<file path="src/rtl/ram_write_arbiter.sv">
// Write-port arbiter for the register-file RAM: ALU writeback has priority,
// multiplier results wait in a small FIFO that is forced through after a starvation limit.
module ram_write_arbiter #(
   parameter int DATA_WIDTH   = 16,
   parameter int ADDR_WIDTH   = 8,
   parameter int PTR_WIDTH    = 2,
   parameter int STARVE_LIMIT = 4
) (
   input  logic                  Clock,
   input  logic                  Reset,
   input  logic                  iAluWriteEnable,
   input  logic [ADDR_WIDTH-1:0] iAluWriteAddress,
   input  logic [DATA_WIDTH-1:0] iAluDataIn,
   output logic                  oAluHold,
   input  logic                  iMulValid,
   input  logic [ADDR_WIDTH-1:0] iMulAddress,
   input  logic [DATA_WIDTH-1:0] iMulData,
   output logic                  oMulReady,
   input  logic [ADDR_WIDTH-1:0] iReadAddress0,
   input  logic [ADDR_WIDTH-1:0] iReadAddress1,
   output logic                  oWriteEnable,
   output logic [ADDR_WIDTH-1:0] oWriteAddress,
   output logic [DATA_WIDTH-1:0] oDataOut,
   output logic                  oStall,
   output logic [PTR_WIDTH:0]    oPendingCount
);

   localparam int PEND_DEPTH   = 2 ** PTR_WIDTH;
   localparam int STARVE_WIDTH = $clog2(STARVE_LIMIT + 1);

   localparam logic [PTR_WIDTH:0]      FULL_COUNT = (PTR_WIDTH + 1)'(PEND_DEPTH);
   localparam logic [PTR_WIDTH:0]      COUNT_ONE  = (PTR_WIDTH + 1)'(1);
   localparam logic [PTR_WIDTH-1:0]    PTR_ONE    = PTR_WIDTH'(1);
   localparam logic [STARVE_WIDTH-1:0] STARVE_MAX = STARVE_WIDTH'(STARVE_LIMIT);
   localparam logic [STARVE_WIDTH-1:0] STARVE_ONE = STARVE_WIDTH'(1);

   localparam logic [1:0] GRANT_NONE  = 2'd0;
   localparam logic [1:0] GRANT_ALU   = 2'd1;
   localparam logic [1:0] GRANT_QUEUE = 2'd2;

   logic [ADDR_WIDTH-1:0]   queue_addr_r [PEND_DEPTH];
   logic [DATA_WIDTH-1:0]   queue_data_r [PEND_DEPTH];
   logic [PTR_WIDTH-1:0]    wr_ptr_r;
   logic [PTR_WIDTH-1:0]    rd_ptr_r;
   logic [PTR_WIDTH:0]      count_r;
   logic [STARVE_WIDTH-1:0] starve_r;
   logic [STARVE_WIDTH-1:0] starve_next_s;
   logic                    write_enable_r;
   logic [ADDR_WIDTH-1:0]   write_address_r;
   logic [DATA_WIDTH-1:0]   write_data_r;

   logic [1:0] grant_s;
   logic       queue_busy_s;
   logic       force_s;
   logic       mul_ready_s;
   logic       push_s;
   logic       pop_s;
   logic       hazard_s;
   logic [PTR_WIDTH-1:0] offset_s;

   assign queue_busy_s = (count_r != '0);
   assign force_s      = (starve_r == STARVE_MAX) && queue_busy_s;
   assign mul_ready_s  = (count_r < FULL_COUNT);
   assign push_s       = iMulValid && mul_ready_s;
   assign pop_s        = (grant_s == GRANT_QUEUE);

   // Grant selection and next starvation count.
   always_comb begin
      grant_s       = GRANT_NONE;
      starve_next_s = '0;
      if (force_s) begin
         grant_s       = GRANT_QUEUE;
         starve_next_s = '0;
      end else if (iAluWriteEnable) begin
         grant_s = GRANT_ALU;
         if (!queue_busy_s) begin
            starve_next_s = '0;
         end else if (starve_r == STARVE_MAX) begin
            starve_next_s = STARVE_MAX;
         end else begin
            starve_next_s = starve_r + STARVE_ONE;
         end
      end else if (queue_busy_s) begin
         grant_s       = GRANT_QUEUE;
         starve_next_s = '0;
      end else begin
         grant_s       = GRANT_NONE;
         starve_next_s = '0;
      end
   end

   // Hazard: a pending write (queued or sitting on the RAM port) shadows either read address.
   always_comb begin
      offset_s = '0;
      hazard_s = write_enable_r &&
                 ((iReadAddress0 == write_address_r) || (iReadAddress1 == write_address_r));
      for (int i = 0; i < PEND_DEPTH; i++) begin
         offset_s = PTR_WIDTH'(i) - rd_ptr_r;
         if (({1'b0, offset_s} < count_r) &&
             ((iReadAddress0 == queue_addr_r[i]) || (iReadAddress1 == queue_addr_r[i]))) begin
            hazard_s = 1'b1;
         end else begin
            hazard_s = hazard_s;
         end
      end
   end

   // Multiplier queue storage and write pointer.
   always_ff @(posedge Clock or posedge Reset) begin
      if (Reset) begin
         for (int i = 0; i < PEND_DEPTH; i++) begin
            queue_addr_r[i] <= '0;
            queue_data_r[i] <= '0;
         end
         wr_ptr_r <= '0;
      end else if (push_s) begin
         queue_addr_r[wr_ptr_r] <= iMulAddress;
         queue_data_r[wr_ptr_r] <= iMulData;
         wr_ptr_r               <= wr_ptr_r + PTR_ONE;
      end else begin
         wr_ptr_r <= wr_ptr_r;
      end
   end

   // Read pointer, occupancy and starvation counter.
   always_ff @(posedge Clock or posedge Reset) begin
      if (Reset) begin
         rd_ptr_r <= '0;
         count_r  <= '0;
         starve_r <= '0;
      end else begin
         starve_r <= starve_next_s;
         if (pop_s) begin
            rd_ptr_r <= rd_ptr_r + PTR_ONE;
         end else begin
            rd_ptr_r <= rd_ptr_r;
         end
         case ({push_s, pop_s})
            2'b10:   count_r <= count_r + COUNT_ONE;
            2'b01:   count_r <= count_r - COUNT_ONE;
            default: count_r <= count_r;
         endcase
      end
   end

   // RAM write-port registers; address and data hold when nothing is granted.
   always_ff @(posedge Clock or posedge Reset) begin
      if (Reset) begin
         write_enable_r  <= 1'b0;
         write_address_r <= '0;
         write_data_r    <= '0;
      end else begin
         case (grant_s)
            GRANT_ALU: begin
               write_enable_r  <= 1'b1;
               write_address_r <= iAluWriteAddress;
               write_data_r    <= iAluDataIn;
            end
            GRANT_QUEUE: begin
               write_enable_r  <= 1'b1;
               write_address_r <= queue_addr_r[rd_ptr_r];
               write_data_r    <= queue_data_r[rd_ptr_r];
            end
            default: begin
               write_enable_r  <= 1'b0;
               write_address_r <= write_address_r;
               write_data_r    <= write_data_r;
            end
         endcase
      end
   end

   assign oAluHold      = force_s;
   assign oMulReady     = mul_ready_s;
   assign oWriteEnable  = write_enable_r;
   assign oWriteAddress = write_address_r;
   assign oDataOut      = write_data_r;
   assign oStall        = hazard_s;
   assign oPendingCount = count_r;

endmodule

</file>
<file path="config.mk">
export PLATFORM = sky130hd
export DESIGN_NAME = ram_write_arbiter
export DESIGN_NICKNAME = d
export VERILOG_FILES = /design/src/rtl/ram_write_arbiter.sv
export SDC_FILE = /design/constraint.sdc
export NUM_CORES = 1
export LEC_CHECK = 0
export BUFFER_PORTS_ARGS = -buffer_cell sky130_fd_sc_hd__buf_4
export CAP_MARGIN = 20
export CORE_UTILIZATION = 53
export CTS_BUF_LIST = sky130_fd_sc_hd__clkbuf_16
export DETAILED_ROUTE_END_ITERATION = 16
export PLACE_DENSITY_LB_ADDON = 0.1
export SYNTH_ARGS = -nofsm -noshare
export SYNTH_HDL_FRONTEND = slang
export SYNTH_SLANG_ARGS = --single-unit
</file>
<file path="constraint.sdc">
create_clock -name Clock -period 4.3 [get_ports Clock]
set_input_delay 0.645 -clock Clock [delete_from_list [all_inputs] [get_ports Clock]]
set_output_delay 0.645 -clock Clock [all_outputs]
set_load 0.05 [all_outputs]
</file>
* Yosys cells after proc, flatten, opt, wreduce, memory -nomap -nowiden
Cells that the tools add are included.
** Word-level totals
- Word-level logic and storage cells :: 93
- Output and inout port bits :: 31
- Input bits :: 68
- Register bits after elaboration :: 131
** Operators by class
- Magnitude comparators :: 8
- Reduce and logical (&&, ||, !) cells :: 17
- Bitwise logic cells :: 2
- Mux-type cells :: 27
- Add/sub/neg operators :: 9
- Eq/ne operators :: 15
** Operator list (number)
- == test 8 bit :: 10
- bitwise mux 64 bit :: 1
- two-way mux 16 bit :: 3
- binary-select mux 16 bit (select 2 bit) :: 1
- bitwise mux 32 bit :: 1
- demux 16 bit (select 2 bit) :: 1
- case mux 16 bit (2 select lines) :: 1
- two-way mux 8 bit :: 3
- binary-select mux 8 bit (select 2 bit) :: 1
- demux 8 bit (select 2 bit) :: 1
- case mux 8 bit (2 select lines) :: 1
- less-than comparator 2 x 3 -> 1 bit :: 4
- two-way mux 3 bit :: 4
- logical AND 1 bit :: 8
- adder 3 x 1 -> 3 bit, second input constant :: 2
- greater-or-equal comparator 3 bit, second input constant :: 2
- two-way mux 2 bit :: 3
- NOT 2 -> 3 bit :: 2
- case mux 3 bit (2 select lines) :: 1
- logical OR 1 bit :: 5
- two-way mux 1 bit :: 5
- adder 2 x 1 -> 2 bit, second input constant :: 2
- == test 2 x 1 -> 1 bit, second input constant :: 2
- == test 2 bit, second input constant :: 2
- 9 further kinds :: 12

* Longest topological paths before layout
Gate-level depths: netlist of the first run.
- Word-level depth :: 7
- Depth in mapped cells :: 11
- Depth with buffers taken out :: 11

* Worst setup path after synthesis of the first run
No wires, ideal clock.
- Path kind :: flip-flop to output port
- Start :: register count_r[1] (netlist: oPendingCount[1])
- End :: output oStall
- Required time :: 3655 ps
- Cell stages (with the launch flop) :: 7
- Slack :: 1577 ps
- Arrival :: 2078 ps
- Path buffers :: 0
- Path through :: dfrtp_1 inv_1 ha_1 a21boi_0 o21ai_0 a22oi_1 nand4_1
** On the way
- Word-level cells in the longest chain between the ends :: 6
- Elaborated cells on any way between the ends :: 12
- Those cells by class :: 4 x order compare; 4 x mux; 4 x reduce/logical
** RTL lines
- start, declared :: RTL line 45 : logic [PTR_WIDTH:0] count_r;
- start signal, assigned :: RTL line 139 : 2'b10: count_r <= count_r + COUNT_ONE;
- start signal, assigned :: RTL line 140 : 2'b01: count_r <= count_r - COUNT_ONE;
- start signal, assigned :: RTL line 141 : default: count_r <= count_r;
- less-than comparator 2 x 3 -> 1 bit :: RTL line 99 : if (({1'b0, offset_s} < count_r) &&
- logical AND 1 bit :: RTL line 99
- two-way mux 1 bit (3 in a row) :: RTL line 99
- two-way mux 1 bit (*) :: RTL line 99
- end, declared :: RTL line 24 : output logic oStall,
Every way passes the cells marked *; elsewhere a longest branch is shown, timed or not.

* Final worst setup path of the first run
- Start :: register rd_ptr_r[0]
- End :: output oStall
** On the way
- Word-level cells in the longest chain between the ends :: 7
- Elaborated cells on any way between the ends :: 16
- Those cells by class :: 4 x add/sub; 4 x order compare; 4 x mux; 4 x reduce/logical
** RTL lines
- start, declared :: RTL line 44 : logic [PTR_WIDTH-1:0] rd_ptr_r;
- start signal, assigned :: RTL line 134 : rd_ptr_r <= rd_ptr_r + PTR_ONE;
- start signal, assigned :: RTL line 136 : rd_ptr_r <= rd_ptr_r;
- subtractor 1 x 2 -> 2 bit :: RTL line 98 : offset_s = PTR_WIDTH'(i) - rd_ptr_r;
- less-than comparator 2 x 3 -> 1 bit :: RTL line 99
- logical AND 1 bit :: RTL line 99
- two-way mux 1 bit (3 in a row) :: RTL line 99
- two-way mux 1 bit (*) :: RTL line 99
Marks and branches as above.

==> results_dict.tcl, run 1 <==
set metrics [dict create \
    status "complete, no violations" \
    grt_usage_pct 23.7 \
    netlist-cell-type-count 29 \
    drive_above_1_share_pct 41.4 \
    final_core_util_pct 64.3 \
    clock-root-buffer "clkbuf_16" \
    drv_slew 0 \
    ys.warnings.count 0 \
    cp_cell_sequence "buf_4 > a21boi_0 > o21ai_0 > a22oi_1 > nand4_1 > buf_4" \
    clock_skew_ps 6.34 \
    endpoint_kind "primary output" \
    cts_max_level 4 \
    worstPathArrival_ps 2110 \
    cp_slowest_cell "buf_4" \
    nNetsFinal 698 \
    io_buffer_count 98 \
    clockBufferDepth 2 \
    endpoint "oStall" \
    nFillCells 1048 \
    startpoint_type "register" \
    finalHoldViolCount 0 \
    finalSetupTns_ps 0 \
    vias_per_cell 5.50 \
    die_width_um 120 \
    start_util_pct 55.0 \
    dieArea_mm2 0.0144 \
    fin_hold_ws_ps 242 \
    synth-seq-cells 131 \
    worst_slew_pin_slew_ps 962 \
    finalSetupViolCount 0 \
    antenna_found_initial 0 \
    met2_length_um 7410 \
    fmax_ghz 0.364 \
    hp-class "in2async" \
    vdd_drop_max_v 0.000616 \
    first_pass_iters 4 \
    syn_nets 615 \
    met1_length_um 7330 \
    gp_congestion 0.918 \
    path_common_cell "buf_4" \
    num_vias 4431 \
    drv_cap 0 \
    cpPeakStageDelay_ps 480 \
    slew_headroom_pct 35.6 \
    cts_setup_buffers 0 \
    period_needed_ps 2750 \
    cts_made_buffers 17 \
    pwr_density_cell_mw_per_mm2 823 \
    path_clk_slew_ps 60 \
    required_ps 3650 \
    p_leak_nw 3.92 \
    area_growth_syn_to_layout_pct 17.0 \
    rr_endpoint "oPendingCount[2]" \
    drc 0 \
    multiInputGateArea_mm2 0.00369 \
    syn_area_mm2 0.00737 \
    synth_top_area_share_pct 44.5 \
    cts_resized 0 \
    wl_met3_um 767 \
    post_drt_wl_per_cell_um 19.5 \
    insertion_delay_ps 420 \
    cts_tree "yes" \
    ff2ff_setup_slack_ps 1590 \
    reg2reg_depth 12 \
    synth_top_cell_by_area "dfrtp_1" \
    fin_crit_sh_pct 64.0 \
    path_class "reg2out" \
    die_y_um 120 \
    hpwl_um 10200 \
    synth.area.top_cells "dfrtp_1 (44%), mux2_4 (16%), xnor2_1 (10%)" \
    io_pins 99 \
    r2r-start "starve_r[0]" \
    ys_seq_area_share_pct 44.5 \
    final_antenna_net_count 0 \
    synth_cells 534 \
    rsz0062_at_grt "no" \
    diodes 0 \
    holdBufCountCts 0 \
    crit_path_max_fanout 29 \
    grt_max_degree 83 \
    register_area_mm2 0.00328 \
    top_layer "met4" \
    cts_num_sinks 131 \
    num_rows 42 \
    critPathLaunch "rd_ptr_r[0]" \
    initialDrtViolationCount 187 \
    routed_wl_um 15800 \
    syn_avg_cell_area_um2 13.8 \
    grt_overflow 0 \
    coreArea_mm2 0.0134 \
    p_total_w 0.00709 \
    grt_pass1_wl_um 25500 \
    grt_pass1_vias 4606 \
]
## worst min path at each step
stage | from | end | slack [ps] | cells after the start
after floorplan | starve_r[0] | starve_r[0] | 430 | 1
after detailed placement | starve_r[0] | starve_r[0] | 450 | 1
after global routing | Reset | queue_data_r[23] | 270 | 2
after global placement | starve_r[0] | starve_r[0] | 440 | 1
after CTS | starve_r[0] | starve_r[0] | 460 | 1
final | Reset | queue_data_r[23] | 240 | 2
## critical path, delay by kind of cell (launching register included)
kind / cells / cell delay [ps]
compound gates: 3 / 550
buf+inv: 2 / 680
flops: 1 / 360
simple gates: 1 / 100
## sequential cells by signal (all words and copies together) (netlist names)
name,count
oWriteAddress,8
starve_r,3
queue_data_r,64
wr_ptr_r,2
oWriteEnable,1
oDataOut,16
rd_ptr_r,2
queue_addr_r,32
oPendingCount,3
## final cells by class
type	instances	area share (%)
inverters	14	0.639
well taps	176	2.55
multi-input cells	350	42.8
clock inverters	15	1.64
flip-flops and latches	131	38.0
clock buffers	17	4.93
repair buffers	103	9.35
## cell usage in the layout (no fill, tap or decap), types with 3 or more instances in the layout
cell type	n
o21ai_1	24
mux4_2	24
mux2_4	80
xor2_1	3
a21oi_1	4
clkbuf_16	17
nand2_1	29
nand4_1	21
o21ai_0	7
mux2i_1	24
mux2_2	16
xnor2_1	85
o22ai_1	5
nor2_1	5
inv_1	13
ha_1	11
clkinvlp_4	3
buf_4	101
clkinv_2	5
nand2_8	4
dfrtp_1	130
## report_power, final
group,internal (W),switching (W)
registers,0.00185,0.000547
logic,0.00174,0.00156
clock network,0.000845,0.000550
total,0.00443,0.00266
## per-stage QoR
stage	cell area (um2)	cells	setup WS [ps]
finish	8620	806	1550
global route	8620	806	1340
CTS	8590	805	1460
detailed placement	8030	773	1550
global placement	8030	773	1630
floorplan	7370	534	157
## synth_stat cells
cell	count
o21ai_1	24
o21ai_0	7
nand2_1	29
mux2i_1	24
nor3_1	1
mux2_2	16
nor2_1	5
xor2_1	3
a21boi_0	1
buf_12	9
mux2_4	80
nand3b_1	1
nand4_1	21
nor2b_2	1
inv_1	14
xnor2_1	85
nand2b_1	1
clkbuf_1	5
nand2_8	4
buf_2	20
o22ai_1	5
a21oi_1	4
ha_1	12
fa_1	1
mux4_2	24
buf_4	2
dfrtp_1	131
buf_6	3
a22oi_1	1
## cell families after synthesis
kind of cell	after synthesis	synth area share [%]
multiplexers	144	29.3
AND/OR/NAND/NOR	63	4.97
adder cells (fa/ha/maj)	13	2.31
AO/OA/AOI/OAI	42	3.01
flip-flops	131	44.5
XOR/XNOR	88	10.5
buffers and inverters	53	5.43
## metal layers
metal | global-route usage (%) | vias to the layer above
met2 | 36.4 | 112
li1 | - | 2038
met3 | 5.80 | 18
met1 | 32.8 | 2263
met5 | 0 | -
met4 | 8.36 | 0
Power figures use the tool's default switching activity.
==> inputs of run 2 (changes only) <==
Clock period 4.3 ns to 2.4 ns, I/O delays scaled along.
==> run 2 against run 1 <==
The run now ends with negative hold slack left; final area grew 0.99%; clock power grew 84%; sequential power grew 80%; hold slack lost 240 ps; combinational power grew 83%; cell count grew 0.62%; register-to-register slack lost 1400 ps; critical path depth is the same; count of clock-buffer cells in the layout is the same.
==> results_dict.tcl, run 2 (synthesis results as in run 1) <==
set metrics [dict create \
    period_needed_ps 2310 \
    regMostFlops "queue_data_r" \
    first_pass_iters 4 \
    grt_max_degree 67 \
    status "complete, but fails checks" \
    insertion_delay_ps 420 \
    pwr_density_cell_mw_per_mm2 1480 \
    endpoint_kind "primary output" \
    drv_slew 0 \
    nFillCells 1038 \
    place_ws_ps 240 \
    multiInputGateArea_mm2 0.00371 \
    cp_top_family "flip-flops" \
    startpoint_type "register" \
    cts_made_buffers 17 \
    path_common_cell "nand4_1" \
    drv_cap 0 \
    die_width_um 120 \
    cts_max_level 4 \
    placed_cell_area_mm2 0.00809 \
    cp_cell_sequence "xnor2_1 > nand4_1 > o22ai_1 > o21ai_0 > nand4_1 > buf_6" \
    hpwl_um 10700 \
    slew_headroom_pct 62.4 \
    finalSetupViolCount 0 \
    routed_wl_um 16100 \
    clock_skew_ps 8.86 \
    grt_overflow 0 \
    holdBufCountCts 0 \
    finalHoldViolCount 3 \
    largest_reg_flops 64 \
    gp_congestion 0.861 \
    final_antenna_net_count 0 \
    p_leak_nw 3.98 \
    antenna_found_initial 0 \
    clock-root-buffer "clkbuf_16" \
    path_clk_slew_ps 60 \
    drive_above_1_share_pct 42.4 \
    diodes 0 \
    crit_path_max_fanout 4 \
    dieArea_mm2 0.0144 \
    coreArea_mm2 0.0134 \
    vias_per_cell 5.56 \
    grt_usage_pct 24.2 \
    drc 0 \
    initialDrtViolationCount 167 \
    die_y_um 120 \
    design_area_mm2 0.00871 \
    worstPathArrival_ps 1950 \
    ff2ff_setup_slack_ps 230 \
    io_pins 99 \
    fin_ws_ps 87.0 \
    crit_buf_inv 1 \
    nNetsFinal 704 \
    vdd_drop_max_v 0.00108 \
    cpPeakStageDelay_ps 440 \
    fmax_ghz 0.432 \
    cp_slowest_cell "dfrtp_1" \
    fin_crit_sh_pct 96.4 \
    worst_slew_pin_slew_ps 562 \
    cts_num_sinks 131 \
    register_area_mm2 0.00328 \
    path_class "reg2out" \
    finalSetupTns_ps 0 \
    area_growth_syn_to_layout_pct 18.1 \
    fin_hold_ws_ps -1.17 \
    p_total_w 0.0129 \
    num_rows 42 \
    cts_tree "yes" \
    clockBufferDepth 2 \
    io_buffer_count 98 \
    violations "negative hold slack" \
    final_common_cell "dfrtp_1" \
    dp_cells 778 \
    num_vias 4512 \
    final_cells 811 \
    required_ps 2040 \
    hp-class "in2async" \
    grt_pass1_wl_um 26000 \
    final_cell_mix "dfrtp_1 (129), buf_4 (105), xnor2_1 (84)" \
    start_util_pct 55.0 \
    post_drt_wl_per_cell_um 19.9 \
    grt_pass1_vias 4733 \
]
-- run 2: path summary, 6_finish.rpt --
kind | from | end | cells past startpoint
max in group asynchronous | Reset | queue_data_r[61] | 3
min | Reset | queue_data_r[23] | 2
min reg2reg | starve_r[0] | starve_r[0] | 1
max | queue_addr_r[25] | oStall | 6
min in group Clock | iMulAddress[4] | queue_addr_r[12] | 2
max reg2reg | starve_r[0] | oPendingCount[2] | 11
-- run 2: layout make-up --
class,count,share of cell area (%)
sequential,131,37.7
timing repair buffer,109,9.87
inverter,14,0.647
clock inverter,14,1.71
multi-input combinational,350,42.7
clock buffer,17,4.89
tap,176,2.53
-- run 2: stage by stage --
step / util, % / hold WS (ps)
after global routing: 65.0 / 32.3
after floorplan: - / 432
final: 65.0 / -1.17
after global placement: 60.4 / 441
after detailed placement: 60.4 / 457
after CTS: 64.7 / 14.2
-- run 2: power by group --
| part | switching (W) | internal (W) |
|---|---|---|
| combinational | 0.00284 | 0.00320 |
| clock | 0.000953 | 0.00160 |
| sequential | 0.000991 | 0.00332 |
| total | 0.00478 | 0.00812 |
-- run 2: routing by layer --
layer | global-route usage (%) | share of wire, % | up-vias
met2 | 36.9 | 47 | 123
met5 | 0 | 0 | -
met1 | 34.3 | 48 | 2321
met3 | 5.42 | 4.6 | 15
li1 | - | - | 2053
met4 | 7.50 | 1.2 | 0
-- run 2: timing repair --
| action | in CTS | in global routing |
|---|---|---|
| endpoints found under the setup margin | 1 | 1 |
| buffers inserted | 0 | 2 |
| pin swaps | 0 | 2 |
| gates resized for setup | 1 | 6 |
-- run 2: worst register-to-register path, stage by stage (launching register included) --
cell and delay, ps:
dfrtp_1 400, inv_1 70, ha_1 140, nand2_1 90, o21ai_0 180, ha_2 210, ha_1 180, inv_1 60
fa_1 370, xor2_1 150, nor2_1 120, xnor2_1 130
==> inputs of run 3 (changes only) <==
Settings changed: CORE_ASPECT_RATIO set to 0.75, CORE_MARGIN set to 8, SKIP_CTS_REPAIR_TIMING set to 1.
==> run 3 against run 2 <==
The flow still finishes with violations (negative hold slack); clock power increased by 6%; count of clock-buffer cells in the layout unchanged; sequential share of layout area decreased by 0.33 points; non-clock buffer count increased by 4; utilization decreased by 0.65 points; setup slack got worse by 77 ps; cell count increased by 0.49%; largest cell class unchanged; critical path depth increased by 1; maximum frequency decreased by 3.2%; die area increased by 25%.
==> results_dict.tcl, run 3 (synthesis results as in run 1) <==
set metrics [dict create \
    gp_congestion 0.893 \
    antenna_found_initial 0 \
    cp_slowest_cell "dfrtp_2" \
    reg2reg_depth 7 \
    clock_skew_ps 12.8 \
    violations "negative hold slack" \
    crit_buf_inv 2 \
    cp_top_family "flip-flops" \
    drv_slew 0 \
    cpPeakStageDelay_ps 420 \
    p_total_w 0.0132 \
    ff2ff_setup_slack_ps 210 \
    grt_usage_pct 20.1 \
    start_util_pct 54.0 \
    placed_cell_area_mm2 0.00809 \
    drive_above_1_share_pct 43.6 \
    grt_overflow 0 \
    final_common_cell "dfrtp_1" \
    worst_slew_pin_slew_ps 539 \
    pwr-share-clk_pct 20.6 \
    largest_reg_flops 64 \
    area_growth_syn_to_layout_pct 19.2 \
    num_rows 37 \
    diodes 0 \
    rr_endpoint "oPendingCount[1]" \
    p_leak_nw 3.99 \
    place_ws_ps 275 \
    required_ps 2040 \
    drc 0 \
    final_antenna_net_count 0 \
    hpwl_um 12000 \
    io_buffer_count 98 \
    cts_made_buffers 17 \
    drv_cap 0 \
    clock-root-buffer "clkbuf_16" \
    fmax_ghz 0.418 \
    regMostFlops "queue_data_r" \
    path_clk_slew_ps 60 \
    grt_max_degree 59 \
    cts_num_sinks 131 \
    final_cell_mix "dfrtp_1 (129), buf_4 (110), xnor2_1 (85)" \
    clockBufferDepth 2 \
    comb_power_share_pct 46.6 \
    finalHoldViolCount 9 \
    swShare_pct 37.9 \
    routed_wl_um 17600 \
    cts_tree "yes" \
    pwr-share-seq_pct 32.8 \
    grt_pass1_wl_um 28300 \
    cts_max_level 4 \
    finalSetupViolCount 0 \
    first_pass_iters 4 \
    num_vias 4516 \
    coreArea_mm2 0.0137 \
    die_y_um 118 \
    vdd_drop_max_v 0.000702 \
    fin_ws_ps 9.58 \
    p_switching_w 0.00501 \
    vias_per_cell 5.54 \
    worst-path-stages 7 \
    dieArea_mm2 0.0180 \
    fin_hold_ws_ps -6.10 \
    crit_path_max_fanout 5 \
    hp-class "in2async" \
    cp_cell_sequence "clkinvlp_4 > ha_4 > a21boi_2 > o21ai_1 > a22oi_1 > nand4_1 > buf_6" \
    status "complete, but fails checks" \
    path_class "reg2out" \
    design_area_mm2 0.00878 \
    nNetsFinal 708 \
    fin_crit_sh_pct 99.6 \
    p_int_w 0.00822 \
    pwr_density_cell_mw_per_mm2 1510 \
    startpoint_type "register" \
    period_needed_ps 2390 \
    rsz0062_at_grt "yes" \
    worstPathArrival_ps 2030 \
    post_drt_wl_per_cell_um 21.6 \
    initialDrtViolationCount 296 \
    endpoint_kind "primary output" \
    insertion_delay_ps 410 \
    die_width_um 152 \
    io_pins 99 \
    slew_headroom_pct 64.0 \
    r2r-start "oPendingCount[1]" \
    grt_pass1_vias 4905 \
]
run 3: per-stage QoR:
step                cells  utilization [%]  TNS [ps]
floorplan             534                -         0
global placement      779             59.3         0
detailed placement    779             59.3         0
CTS                   811             63.8     -29.9
global route          815             64.3      -109
finish                815             64.3         0
run 3: cell type report:
class | count | area (um2)
Inverter | 14 | 60.1
Fill cell | 1042 | 4870
Sequential cell | 131 | 3280
Timing Repair Buffer | 113 | 877
Clock inverter | 15 | 198
Clock buffer | 17 | 425
Tap cell | 175 | 219
Multi-Input combinational cell | 350 | 3720
run 3: power groups by stage:
stage | registers (W) | logic, W | clock network (W)
detailed placement | 0.00432 | 0.00607 | 0
global placement | 0.00424 | 0.00592 | 0
floorplan | 0.00482 | 0.00412 | 0
finish | 0.00434 | 0.00617 | 0.00272
CTS | 0.00431 | 0.00611 | 0.00278
global route | 0.00447 | 0.00657 | 0.00288
run 3: worst max path at each step:
stage | start | to | slack (ps)
2_1_floorplan | rd_ptr_r[1] | oStall | 120
3_3_place_gp | starve_r[0] | oPendingCount[2] | 330
3_5_place_dp | starve_r[0] | oPendingCount[2] | 270
4_1_cts | oPendingCount[1] | oStall | -30
5_1_grt | oPendingCount[1] | oStall | -110
6_report | oPendingCount[1] | oStall | 10
run 3: metal layers:
layer / up-vias / GRT usage, % / share of wire [%]
li1: 2062 / - / -
met1: 2321 / 29.1 / 49
met2: 122 / 29.3 / 44
met3: 11 / 5.65 / 6.0
met4: 0 / 4.92 / 0.74
met5: - / 0 / 0
